--- src/rtl/reversible_12bit_unadder.sv ---
// Bit-serial inverse of the 3-operand adder: A = S - B - C, LSB first.
// Define UNADDER_RADIX4_EN to retire two bits per cycle.
module reversible_12bit_unadder #(
  parameter int WIDTH = 12
) (
  input  logic             clk,
  input  logic             rst_n,
  input  logic             in_valid,
  output logic             in_ready,
  input  logic [WIDTH-1:0] S,
  input  logic [WIDTH-1:0] B,
  input  logic [WIDTH-1:0] C,
  output logic             out_valid,
  input  logic             out_ready,
  output logic [WIDTH-1:0] A,
  output logic [1:0]       borrow,
  output logic             underflow
);

`ifdef UNADDER_RADIX4_EN
  localparam int STEPS = WIDTH / 2;
  localparam int SH    = 2;
`else
  localparam int STEPS = WIDTH;
  localparam int SH    = 1;
`endif
  localparam int CW = $clog2(WIDTH) + 1;
  localparam logic [CW-1:0] LAST = CW'(STEPS - 1);

  typedef enum logic [1:0] {
    IDLE,
    RUN,
    DONE
  } state_t;

  state_t          state;
  logic [CW-1:0]   cnt;
  logic [WIDTH-1:0] s_r;
  logic [WIDTH-1:0] b_r;
  logic [WIDTH-1:0] c_r;
  logic [WIDTH-1:0] a_r;
  logic [1:0]      brw;
  logic [WIDTH-1:0] a_n;
  logic [1:0]      brw_n;
  logic [2:0]      st0;
  logic [2:0]      st1;

  // d = s - b - c - brw; a = d mod 2; brw' = (a - d) / 2, kept non-negative
  function automatic logic [2:0] bit_step(
    input logic       s,
    input logic       b,
    input logic       c,
    input logic [1:0] bi
  );
    logic [2:0] t;
    logic       a;
    logic [2:0] u;
    t = 3'(b) + 3'(c) + 3'(bi);
    a = s ^ t[0];
    u = (t + 3'(a) - 3'(s)) >> 1;
    return {u[1:0], a};
  endfunction

  always_comb begin
    st0   = bit_step(s_r[0], b_r[0], c_r[0], brw);
    st1   = 3'b0;
    brw_n = st0[2:1];
    a_n   = {st0[0], a_r[WIDTH-1:1]};
`ifdef UNADDER_RADIX4_EN
    st1   = bit_step(s_r[1], b_r[1], c_r[1], st0[2:1]);
    brw_n = st1[2:1];
    a_n   = {st1[0], st0[0], a_r[WIDTH-1:2]};
`endif
  end

  always_ff @(posedge clk) begin
    if (!rst_n) begin
      state     <= IDLE;
      in_ready  <= 1'b1;
      out_valid <= 1'b0;
      A         <= '0;
      borrow    <= 2'd0;
      underflow <= 1'b0;
      cnt       <= '0;
      brw       <= 2'd0;
      s_r       <= '0;
      b_r       <= '0;
      c_r       <= '0;
      a_r       <= '0;
    end else begin
      unique case (state)
        IDLE: begin
          if (in_valid && in_ready) begin
            s_r      <= S;
            b_r      <= B;
            c_r      <= C;
            a_r      <= '0;
            brw      <= 2'd0;
            cnt      <= '0;
            in_ready <= 1'b0;
            state    <= RUN;
          end
        end
        RUN: begin
          s_r <= s_r >> SH;
          b_r <= b_r >> SH;
          c_r <= c_r >> SH;
          a_r <= a_n;
          brw <= brw_n;
          cnt <= cnt + 1'b1;
          if (cnt == LAST) begin
            A         <= a_n;
            borrow    <= brw_n;
            underflow <= |brw_n;
            out_valid <= 1'b1;
            state     <= DONE;
          end
        end
        DONE: begin
          if (out_valid && out_ready) begin
            out_valid <= 1'b0;
            in_ready  <= 1'b1;
            state     <= IDLE;
          end
        end
        default: state <= IDLE;
      endcase
    end
  end

endmodule

--- config.mk ---
export PLATFORM = sky130hd
export DESIGN_NAME = reversible_12bit_unadder
export DESIGN_NICKNAME = d
export VERILOG_FILES = /design/src/rtl/reversible_12bit_unadder.sv
export SDC_FILE = /design/constraint.sdc
export NUM_CORES = 1
export LEC_CHECK = 0
export BUFFER_PORTS_ARGS = -buffer_cell sky130_fd_sc_hd__buf_4
export CELL_PAD_IN_SITES_DETAIL_PLACEMENT = 1
export CELL_PAD_IN_SITES_GLOBAL_PLACEMENT = 2
export CORE_UTILIZATION = 38
export CTS_BUF_LIST = sky130_fd_sc_hd__clkbuf_4
export DETAILED_ROUTE_END_ITERATION = 10
export PLACE_DENSITY = 0.89
export SLEW_MARGIN = 20
export SYNTH_ARGS = -nofsm -noshare
export SYNTH_HDL_FRONTEND = slang
export SYNTH_SLANG_ARGS = --single-unit
--- constraint.sdc ---
create_clock -name clk -period 6.6 [get_ports clk]
set_clock_uncertainty 0.1 [all_clocks]
set_input_delay 1.32 -clock clk [delete_from_list [all_inputs] [get_ports clk]]
set_output_delay 1.32 -clock clk [all_outputs]
set_load 0.05 [all_outputs]
* After elaboration in Yosys (flattened, before gate mapping)
Index checks and enable logic that the tools add are counted.
** Word-level totals
- Bits of input ports :: 40
- Flip-flop bits (word level) :: 74
- Output and inout bits :: 17
- Logic and storage cells :: 58
** Cells by class
- Equal/unequal tests :: 6
- Bitwise gates (word level) :: 1
- Add/sub/neg operators :: 5
- Multiplexer cells :: 22
- Reductions and logical operators :: 12
** Operator list (number)
- $pmux 12 s2 :: 4
- $mux 12 :: 4
- $pmux 5 s2 :: 1
- $reduce_and 3->1 :: 3
- $mux 2 :: 4
- $ne 2x2->1 const B :: 3
- $pmux 2 s3 :: 1
- $reduce_bool 2->1 :: 3
- $add 5x1->5 const B :: 1
- $eq 5x4->1 const B :: 1
- $mux 5 :: 1
- $mux 1 :: 4
- $pmux 1 s2 :: 2
- $pmux 2 s2 :: 1
- $reduce_and 2->1 :: 2
- $add 2x2->3 :: 1
- $add 3x1->3 :: 1
- $sub 3x1->3 :: 1
- $add 1x1->2 :: 1
- $eq 2x1->1 const B :: 1
- $eq 2x2->1 const B :: 1
- $logic_and 1x1->1 :: 2
- $logic_not 2->1 :: 1
- $reduce_or 2->1 :: 1
- $xor 1x1->1 :: 1

* Logic depth before layout (Yosys ltp)
Gate-level depths: netlist of the first run.
- Word-level depth :: 6
- Depth in mapped cells :: 8

* Least setup slack after synthesis of the first run
Ideal clock, no wire load.
- Path kind :: input port to flip-flop
- Start point :: in in_valid
- End point :: reg s_r[10]
- Setup time :: 0.122 ns
- Arrival time :: 2.154 ns
- Stages :: 5
- Buffers on the path :: 2
- Setup slack :: 4.224 ns
- Required time :: 6.378 ns
- Cells stage by stage :: a21oi_1 o21a_1 buf_2 buf_2 a221o_1
** On the way
- Word-level cells in the longest chain between the ends :: 3
** RTL lines
- from (decl) :: RTL line 8 : input logic in_valid,
- $logic_and 1x1->1 :: RTL line 93 : if (in_valid && in_ready) begin
- $ne 2x2->1 (no line)
- $reduce_and 2->1 (no line)
- to (signal assigned) :: RTL line 105 : s_r <= s_r >> SH;
- to (decl) :: RTL line 38 : logic [WIDTH-1:0] s_r;
Every way passes these cells.
A chain may end at the register's enable or synchronous reset.

==> results.py, run 1 <==
metrics = {
    "cts": {
        "clkLatencyLatePin_ns": 0.40,
        "cts_root_buffer": "clkbuf_4",
        "numCtsBuffers": 9,
        "cts.repair.resized": 0,
        "cts_buffer_depth": 2,
        "clkTransAtPathRegs_ns": 0.11,
        "hold_buffers": 0,
        "cts_max_level": 3,
        "cts_tree": "done",
        "clock_sinks": 73,
        "post_cts_buffers": 0,
    },
    "routing": {
        "via_count": 2320,
        "vias_per_cell": 5.40,
        "first_pass_iters": 4,
        "ant_nets": 0,
        "drc": 0,
        "finalWirelength_mm": 6.41,
        "avgRoutedWirePerCell_um": 14.9,
        "drt_iter0_drc": 102,
    },
    "placement": {
        "dp_hpwl_mm": 4.26,
        "routabilityCongestion": 0.727,
        "portBuffers": 56,
    },
    "critical_path": {
        "cp.arrival_ns": 3.02,
        "r2r-start": "b_r[0]",
        "cp-start-kind": "primary input",
        "r2r_cells": 8,
        "slowest_stage": "nor2_4",
        "rr_endpoint": "underflow",
        "crit_path_max_fanout": 70,
        "end_kind": "register",
        "cp_slowest_stage_delay_ns": 0.63,
        "reg2reg_slack_ns": 4.18,
        "required_ns": 6.84,
        "setup.worst_path.class": "primary input to register",
        "path_cells": "buf_4 > inv_1 > nor2_4 > a221o_1",
    },
    "power": {
        "p_leak_uw": 0.00155,
        "peakVddDrop_uv": 91.9,
        "p_total_uw": 813,
        "power.density_mw_per_mm2": 236,
    },
    "synth": {
        "synth_edf_count": 0,
        "syn-cell-area_mm2": 0.00286,
        "synth_cell_type_count": 37,
        "synthFlopType": "dfxtp_1",
        "async_reset_ff_share_pct": 0,
        "syn-instance-count": 282,
        "ys_seq_area_share_pct": 51.0,
        "synthesis.nets": 327,
        "syn_avg_cell_area_um2": 10.2,
        "synth_seq_cells": 73,
        "yosysWarnings": 0,
    },
    "timing": {
        "finalSetupViolCount": 0,
        "tightest_slew_ns": 0.955,
        "report.final.hold_viol_count": 0,
        "period_share_pct": 42.0,
        "tns_ns": 0,
        "fmax_ghz": 0.361,
        "rsz0062_at_grt": "false",
        "min_period_ns": 2.77,
        "drv_slew": 0,
        "slew_headroom_pct": 36.1,
        "whs_ns": 0.355,
    },
    "final_layout": {
        "final_cell_mix": "dfxtp_1 (73), buf_4 (56), nand2_1 (30)",
        "fin_util_pct": 47.4,
        "final_layout_size_suffix_gt1_share_pct": 24.2,
        "final_nets": 372,
        "syn_to_final_growth_pct": 20.1,
        "final_common_cell": "dfxtp_1",
        "n_antenna_cell": 0,
    },
    "worst_hold_path": {
        "min_path_cells": 2,
        "hold-path-endpoint": "c_r[2]",
        "hp-start": "c_r[2]",
        "hp-class": "register to register",
    },
    "job": {
        "max_cap_viol_count": 0,
    },
    "global_route": {
        "grt_overflow": 0,
        "first_global_vias": 2275,
        "gr-usage-all-layers_pct": 17.6,
        "grt_max_degree": 71,
        "grtUsageMet1_pct": 21.1,
        "grt_antenna_before_repair": 0,
        "use_met3_pct": 5.97,
        "grt_first_pass_wirelength_mm": 10.5,
        "grtUsageMet2_pct": 30.1,
        "grt_busiest_layer": "met2",
    },
    "floorplanning": {
        "chipHeight_um": 88.8,
        "chipWidth_um": 88.8,
        "coreArea_mm2": 0.00725,
        "ios": 57,
        "die-area_mm2": 0.00788,
        "rows": 31,
        "initial_core_util_pct": 39.5,
    },
    "run_status": {
        "outcome": "finished, final reports clean",
    },
}
==> synth_stat cells, types with 3 or more instances <==
cell / count / share of area [%]
and3_1: 28 / 6.1
clkbuf_1: 15 / 2.0
dfxtp_1: 73 / 51
nand2_1: 30 / 3.9
o22ai_1: 11 / 2.4
a32o_1: 3 / 1.0
a21oi_1: 14 / 2.4
nor2_1: 4 / 0.52
a221o_1: 28 / 9.8
ha_1: 3 / 1.3
o221ai_1: 5 / 1.5
inv_1: 16 / 2.1
mux2i_1: 15 / 5.2
buf_2: 6 / 1.0
a22o_1: 3 / 0.92
==> flip-flops by register name, summed over array words and instances (netlist names) <==
register,cells
A,12
b_r,12
c_r,12
s_r,12
a_r,11
cnt,5
borrow,2
brw,2
state,2
in_ready,1
out_valid,1
underflow,1
==> per-layer routing <==
layer / routed length [um] / up-vias
li1: - / 1142
met1: 2880 / 1134
met2: 3220 / 36
met3: 229 / 8
met4: 77 / 0
met5: 0 / -
==> metrics by stage <==
| stage | instances | setup slack, ns | area [um^2] |
|---|---|---|---|
| final | 430 | 3.83 | 3440 |
| after global routing | 430 | 3.69 | 3440 |
| after CTS | 430 | 3.42 | 3430 |
| after detailed placement | 415 | 2.99 | 3330 |
| after global placement | 414 | 3.07 | 3320 |
| after floorplan | 282 | 4.22 | 2860 |
==> logic make-up (layout without fill, tap and decap cells) <==
group                      Yosys count  in the layout  share of synthesized area [%]
adders and majority gates            5              5                           2.71
AOI/OAI and AO/OA                   73             73                           20.5
DFF                                 73             73                           51.0
and+or+nand+nor                     76             76                           14.6
buffers and inverters               39             88                           5.64
xor gates and xnor gates             1              1                          0.306
muxes                               15             15                           5.24
==> power by group <==
part	total, uW	leakage (uW)	switching [uW]	internal [uW]
logic	105	0.000894	56.6	48.7
clock network	231	0.0000601	149	81.7
registers	476	0.000594	14.7	462
total	813	0.00155	221	592
==> layout make-up <==
type | count | area, um^2
clock buffer | 11 | 82.6
clock inverter | 4 | 21.3
timing repair buffer | 57 | 432
fill | 846 | 3810
tap | 99 | 124
inverter | 16 | 60.1
sequential | 73 | 1460
multi-input combinational | 170 | 1260
==> worst max path at each step <==
stage          depth (start not counted)      from      end  slack, ns
3_3_place_gp                           4     rst_n   b_r[2]       3.07
2_1_floorplan                          5  in_valid  s_r[10]       4.22
4_1_cts                                4     rst_n   s_r[2]       3.42
5_1_grt                                4     rst_n  s_r[10]       3.69
3_5_place_dp                           4     rst_n   b_r[8]       2.99
6_report                               4     rst_n   s_r[2]       3.83
==> worst max-delay path, delay by kind of cell <==
kind,cells,cell delay (ns)
buffers and inverters,2,0.79
AO/OA/AOI/OAI,1,0.27
AND/OR/NAND/NOR,1,0.63
No activity file was read; power rests on OpenSTA's default activity.
==> run 2: changes to the inputs <==
--- a/config.mk
+++ b/config.mk
@@ -5,13 +5,14 @@
 export SDC_FILE = /design/constraint.sdc
 export NUM_CORES = 1
 export LEC_CHECK = 0
+export ABC_AREA = 1
 export BUFFER_PORTS_ARGS = -buffer_cell sky130_fd_sc_hd__buf_4
 export CELL_PAD_IN_SITES_DETAIL_PLACEMENT = 1
 export CELL_PAD_IN_SITES_GLOBAL_PLACEMENT = 2
-export CORE_UTILIZATION = 38
+export CORE_UTILIZATION = 32
 export CTS_BUF_LIST = sky130_fd_sc_hd__clkbuf_4
 export DETAILED_ROUTE_END_ITERATION = 10
-export PLACE_DENSITY = 0.89
+export PLACE_DENSITY = 0.84
 export SLEW_MARGIN = 20
 export SYNTH_ARGS = -nofsm -noshare
 export SYNTH_HDL_FRONTEND = slang
==> constraint.sdc (replaced) <==
create_clock -name clk -period 2.8 [get_ports clk]
set_clock_uncertainty 0.1 [all_clocks]
set_input_delay 0.56 -clock clk [delete_from_list [all_inputs] [get_ports clk]]
set_output_delay 0.56 -clock clk [all_outputs]
set_load 0.05 [all_outputs]
==> run 2 against run 1 <==
  * Total power grew to 2.6 times the previous value
  * Die area increased by 33%
  * Clock power increased by 140%
  * Cell area is 12% higher
  * Sequential power grew 140%
  * Largest cell class is now multi-input combinational cells
  * Largest power group unchanged
  * Highest routed layer unchanged
==> results.py, run 2 <==
metrics = {
    "run_status": {
        "outcome": "finished, final reports clean",
    },
    "routing": {
        "first_pass_iters": 4,
        "drc": 0,
        "vias_per_cell": 4.85,
        "ant_nets": 0,
        "via_count": 3077,
        "drt_iter0_drc": 131,
        "finalWirelength_mm": 8.39,
        "avgRoutedWirePerCell_um": 13.2,
    },
    "synth": {
        "syn-instance-count": 454,
        "syn-cell-area_mm2": 0.00322,
        "synth_compound_area_share_pct": 12.0,
        "async_reset_ff_share_pct": 0,
        "synth-adder-area-share_pct": 2.41,
        "synth_seq_cells": 73,
        "synth_area_leaders": "dfxtp_1 (45%), nand2_1 (20%), a21oi_1 (10%)",
        "synth_top_family_by_area": "simple AND/OR/NAND/NOR gates",
        "syn_avg_cell_area_um2": 7.09,
        "yosysWarnings": 0,
        "ys_seq_area_share_pct": 45.4,
        "synth_top_area_share_pct": 45.4,
        "synthesis.nets": 499,
        "synth_cell_type_count": 24,
        "synth_edf_count": 0,
        "yosysTopAreaCell": "dfxtp_1",
        "yosysMostFrequentCell": "nand2_1",
        "synthSimpleGateAreaFrac_pct": 33.7,
        "synthTopCellsByCount": "nand2_1 (174), dfxtp_1 (73), a21oi_1 (67)",
        "synth_xor_area_share_pct": 0,
        "synth_mux_area_share_pct": 0,
        "synthFlopType": "dfxtp_1",
    },
    "cts": {
        "cts_tree": "done",
        "cts_buffer_depth": 2,
        "clkLatencyLatePin_ns": 0.42,
        "numCtsBuffers": 9,
        "cts.repair.resized": 0,
        "clock_sinks": 73,
        "cts_root_buffer": "clkbuf_4",
        "post_cts_buffers": 0,
        "clkTransAtPathRegs_ns": 0.11,
        "hold_buffers": 0,
        "cts_max_level": 3,
    },
    "timing": {
        "slew_headroom_pct": 62.6,
        "period_share_pct": 81.3,
        "min_period_ns": 2.28,
        "finalSetupViolCount": 0,
        "drv_slew": 0,
        "tightest_slew_ns": 0.561,
        "layout_setup_ws_ns": 0.522,
        "rsz0062_at_grt": "false",
        "fmax_ghz": 0.439,
        "tns_ns": 0,
        "report.final.hold_viol_count": 0,
    },
    "final_layout": {
        "fin_util_pct": 39.3,
        "n_fill_cell": 1275,
        "seqCellArea_mm2": 0.00146,
        "syn_to_final_growth_pct": 19.4,
        "final_cell_mix": "nand2_1 (174), dfxtp_1 (73), a21oi_1 (67)",
        "final_cell_count_no_fill": 635,
        "final_layout_size_suffix_gt1_share_pct": 17.5,
        "final_nets": 542,
        "n_antenna_cell": 0,
        "multi_input_area_mm2": 0.00155,
        "final_common_cell": "nand2_1",
    },
    "floorplanning": {
        "die-area_mm2": 0.0105,
        "chipWidth_um": 102,
        "initial_core_util_pct": 32.9,
        "chipHeight_um": 102,
        "rows": 36,
        "coreArea_mm2": 0.00977,
        "ios": 57,
    },
    "critical_path": {
        "required_ns": 3.01,
        "cp.arrival_ns": 2.49,
        "end_kind": "register",
        "cp-start-kind": "register",
        "crit_path_max_fanout": 3,
        "setup.worst_path.class": "register to register",
    },
    "placement": {
        "routabilityCongestion": 0.747,
        "post-place-ws_ns": 0.534,
        "dp_hpwl_mm": 5.52,
        "portBuffers": 56,
        "dpl.cell_count": 619,
    },
    "global_route": {
        "grt_overflow": 0,
        "grt_max_degree": 57,
        "grt_antenna_before_repair": 0,
        "use_met3_pct": 4.31,
        "grt_first_pass_wirelength_mm": 14.3,
        "grtUsageMet1_pct": 21.9,
        "grtUsageMet2_pct": 29.6,
        "first_global_vias": 3005,
        "grt_busiest_layer": "met2",
        "gr-usage-all-layers_pct": 17.6,
    },
    "power": {
        "peakVddDrop_uv": 304,
        "power.density_mw_per_mm2": 547,
        "p_leak_uw": 0.00159,
    },
    "worst_hold_path": {
        "hp-class": "primary input to register",
    },
    "job": {
        "max_cap_viol_count": 0,
    },
}
## run 2: cell count changes in the layout (fill, tap and decap cells not counted), moves of 7 or more
cell,change
nor2_1,+14
nand3_1,+47
a21oi_1,+53
a221o_1,-28
o22ai_1,-11
mux2i_1,-15
nand2_1,+144
and3_1,-28
nand3b_1,+7
## run 2: logic make-up after synthesis
family / after synthesis
fa+ha+maj: 5
simple gates: 256
buf+inv: 46
compound gates: 74
flops: 73
## run 2: per-layer routing
metal  vias to the layer above  share of wire, %
li1                       1555                 -
met1                      1459                47
met2                        53                47
met3                        10               3.7
met4                         0               1.5
met5                         -                 0
## run 2: final cells by class
class                           instances  area share, %
Tap cell                              133           4.33
Sequential cell                        73           38.0
Clock inverter                          6          0.911
Inverter                               15           1.46
Clock buffer                           10           1.95
Multi-Input combinational cell        335           40.4
Timing Repair Buffer                   63           13.0
## run 2: worst paths after layout
path	start	to	slack (ns)	depth (start not counted)
max	b_r[0]	underflow	0.52	8
min	out_ready	out_valid	0.31	4
max reg2reg	b_r[0]	underflow	0.52	8
min reg2reg	A[10]	A[10]	0.37	2
## run 2: through the flow
step	hold WS [ns]	power [uW]	instance area, um^2
after floorplan	0.341	1440	3220
after global placement	0.351	1560	3730
after detailed placement	0.364	1570	3730
after CTS	0.290	2140	3840
after global routing	0.289	2240	3840
final	0.313	2100	3840
## run 2: worst max-delay path, cell delays in order (launching register included)
cell and delay, ns:
dfxtp_1 0.34, fa_1 0.54, inv_1 0.05, ha_1 0.27, inv_1 0.11, fa_1 0.46, nand3b_1 0.18, nand2_1 0.07
a21oi_1 0.06
## run 2: where the power goes
part	internal, uW	switching [uW]	total, uW
Clock	185	375	560
Combinational	154	253	408
Sequential	1100	35.9	1130
Total	1440	664	2100
==> run 3: changes to the inputs <==
==> constraint.sdc (replaced) <==
create_clock -name clk -period 2.4 [get_ports clk]
set_clock_uncertainty 0.1 [all_clocks]
set_input_delay 0.48 -clock clk [delete_from_list [all_inputs] [get_ports clk]]
set_output_delay 0.48 -clock clk [all_outputs]
set_load 0.05 [all_outputs]
==> run 3 against run 2 <==
  * Worst setup slack worse by 0.42 ns
  * Critical path depth unchanged
  * Cell area is 0.88% higher
  * Non-clock buffer count increased by 2
  * Critical path type unchanged
  * Via count hardly changed
  * Core utilization is 0.35 points higher
  * Die area did not move
  * Global-route usage up 0.51 points
  * Hold slack got worse by 0.071 ns
==> results.py, run 3 (synthesized netlist as in run 2, its figures left out) <==
metrics = {
    "run_status": {
        "outcome": "finished, final reports clean",
    },
    "critical_path": {
        "setup.worst_path.class": "register to register",
        "reg2reg_slack_ns": 0.10,
        "end_kind": "register",
        "r2r-start": "b_r[0]",
        "cp-start-kind": "register",
        "cp.arrival_ns": 2.51,
        "required_ns": 2.61,
        "crit_path_max_fanout": 3,
        "rr_endpoint": "underflow",
        "r2r_cells": 8,
    },
    "worst_hold_path": {
        "hold-path-endpoint": "out_valid",
        "hp-start": "out_ready",
        "hp-class": "primary input to register",
        "min_path_cells": 4,
    },
    "global_route": {
        "grt_first_pass_wirelength_mm": 14.7,
        "grt_max_degree": 56,
        "grt_antenna_before_repair": 0,
        "grt_overflow": 0,
        "gr-usage-all-layers_pct": 18.1,
        "first_global_vias": 3132,
    },
    "cts": {
        "clkTransAtPathRegs_ns": 0.12,
        "clock_sinks": 73,
        "cts_root_buffer": "clkbuf_4",
        "cts.repair.resized": 0,
        "post_cts_buffers": 0,
        "cts_max_level": 3,
        "clkLatencyLatePin_ns": 0.41,
        "cts_tree": "done",
        "cts_buffer_depth": 2,
        "hold_buffers": 0,
        "numCtsBuffers": 9,
    },
    "placement": {
        "post-place-ws_ns": 0.0989,
        "routabilityCongestion": 0.777,
        "portBuffers": 56,
        "dp_hpwl_mm": 5.72,
    },
    "routing": {
        "drc": 0,
        "vias_per_cell": 4.83,
        "via_count": 3074,
        "ant_nets": 0,
        "avgRoutedWirePerCell_um": 13.3,
        "drt_iter0_drc": 116,
        "finalWirelength_mm": 8.45,
        "first_pass_iters": 4,
    },
    "floorplanning": {
        "initial_core_util_pct": 32.9,
        "chipWidth_um": 102,
        "ios": 57,
        "chipHeight_um": 102,
        "die-area_mm2": 0.0105,
        "rows": 36,
        "coreArea_mm2": 0.00977,
    },
    "timing": {
        "rsz0062_at_grt": "false",
        "slew_headroom_pct": 73.7,
        "report.final.hold_viol_count": 0,
        "tns_ns": 0,
        "fmax_ghz": 0.436,
        "period_share_pct": 95.7,
        "min_period_ns": 2.30,
        "drv_slew": 0,
        "tightest_slew_ns": 0.394,
        "finalSetupViolCount": 0,
        "layout_setup_ws_ns": 0.104,
    },
    "final_layout": {
        "final_common_cell": "nand2_1",
        "multi_input_area_mm2": 0.00155,
        "n_fill_cell": 1283,
        "final_layout_size_suffix_gt1_share_pct": 17.7,
        "seqCellArea_mm2": 0.00146,
        "final_nets": 544,
        "syn_to_final_growth_pct": 20.5,
        "final_cell_mix": "nand2_1 (174), dfxtp_1 (73), a21oi_1 (67)",
        "n_antenna_cell": 0,
    },
    "job": {
        "max_cap_viol_count": 0,
    },
    "power": {
        "peakVddDrop_uv": 355,
        "power.density_mw_per_mm2": 658,
        "p_leak_uw": 0.00162,
        "p_total_uw": 2550,
    },
}
run 3: cell count changes in the layout (fill, tap and decap cells not counted):
cell,change
clkinv_1,+1
clkbuf_4,+1
buf_4,+2
clkinvlp_4,-3
bufinv_16,+1
run 3: worst max path at each step:
stage | from | end | depth (start not counted)
CTS | b_r[0] | underflow | 8
global route | b_r[0] | brw[1] | 10
detailed placement | b_r[0] | underflow | 8
floorplan | b_r[0] | underflow | 8
finish | b_r[0] | underflow | 8
global placement | b_r[0] | underflow | 8
run 3: final cells by class:
class | instances | area share, %
multi-input cells | 335 | 40.0
flip-flops and latches | 73 | 37.7
repair buffers | 65 | 13.2
well taps | 133 | 4.29
clock buffers | 11 | 2.13
inverters | 15 | 1.45
clock inverters | 5 | 1.19
run 3: through the flow:
step / hold WS [ns] / util (%) / instance area (um^2) / instances
final: 0.242 / 39.7 / 3880 / 637
after global routing: 0.207 / 39.7 / 3880 / 637
after CTS: 0.207 / 39.7 / 3880 / 637
after detailed placement: 0.359 / 38.4 / 3750 / 621
after global placement: 0.356 / 38.4 / 3750 / 621
after floorplan: 0.341 / - / 3220 / 454
run 3: worst max-delay path: stages, from the launching register on:
cell,delay (ns)
dfxtp_1,0.34
fa_1,0.54
inv_1,0.05
ha_1,0.27
inv_1,0.12
fa_1,0.47
nand3b_1,0.18
nand2_1,0.07
a21oi_1,0.05
run 3: power breakdown:
part	leakage (uW)	switching, uW	internal, uW
combinational	0.000952	298	185
sequential	0.000595	42.1	1280
clock	0.0000734	414	330
total	0.00162	753	1800
run 3: routing by layer:
| metal | wire length, um | share of wire [%] | track usage, % |
|---|---|---|---|
| met1 | 4000 | 47 | 22.6 |
| met2 | 4040 | 48 | 30.6 |
| met3 | 323 | 3.8 | 4.38 |
| met4 | 91 | 1.1 | 5.82 |
| met5 | 0 | 0 | 0 |
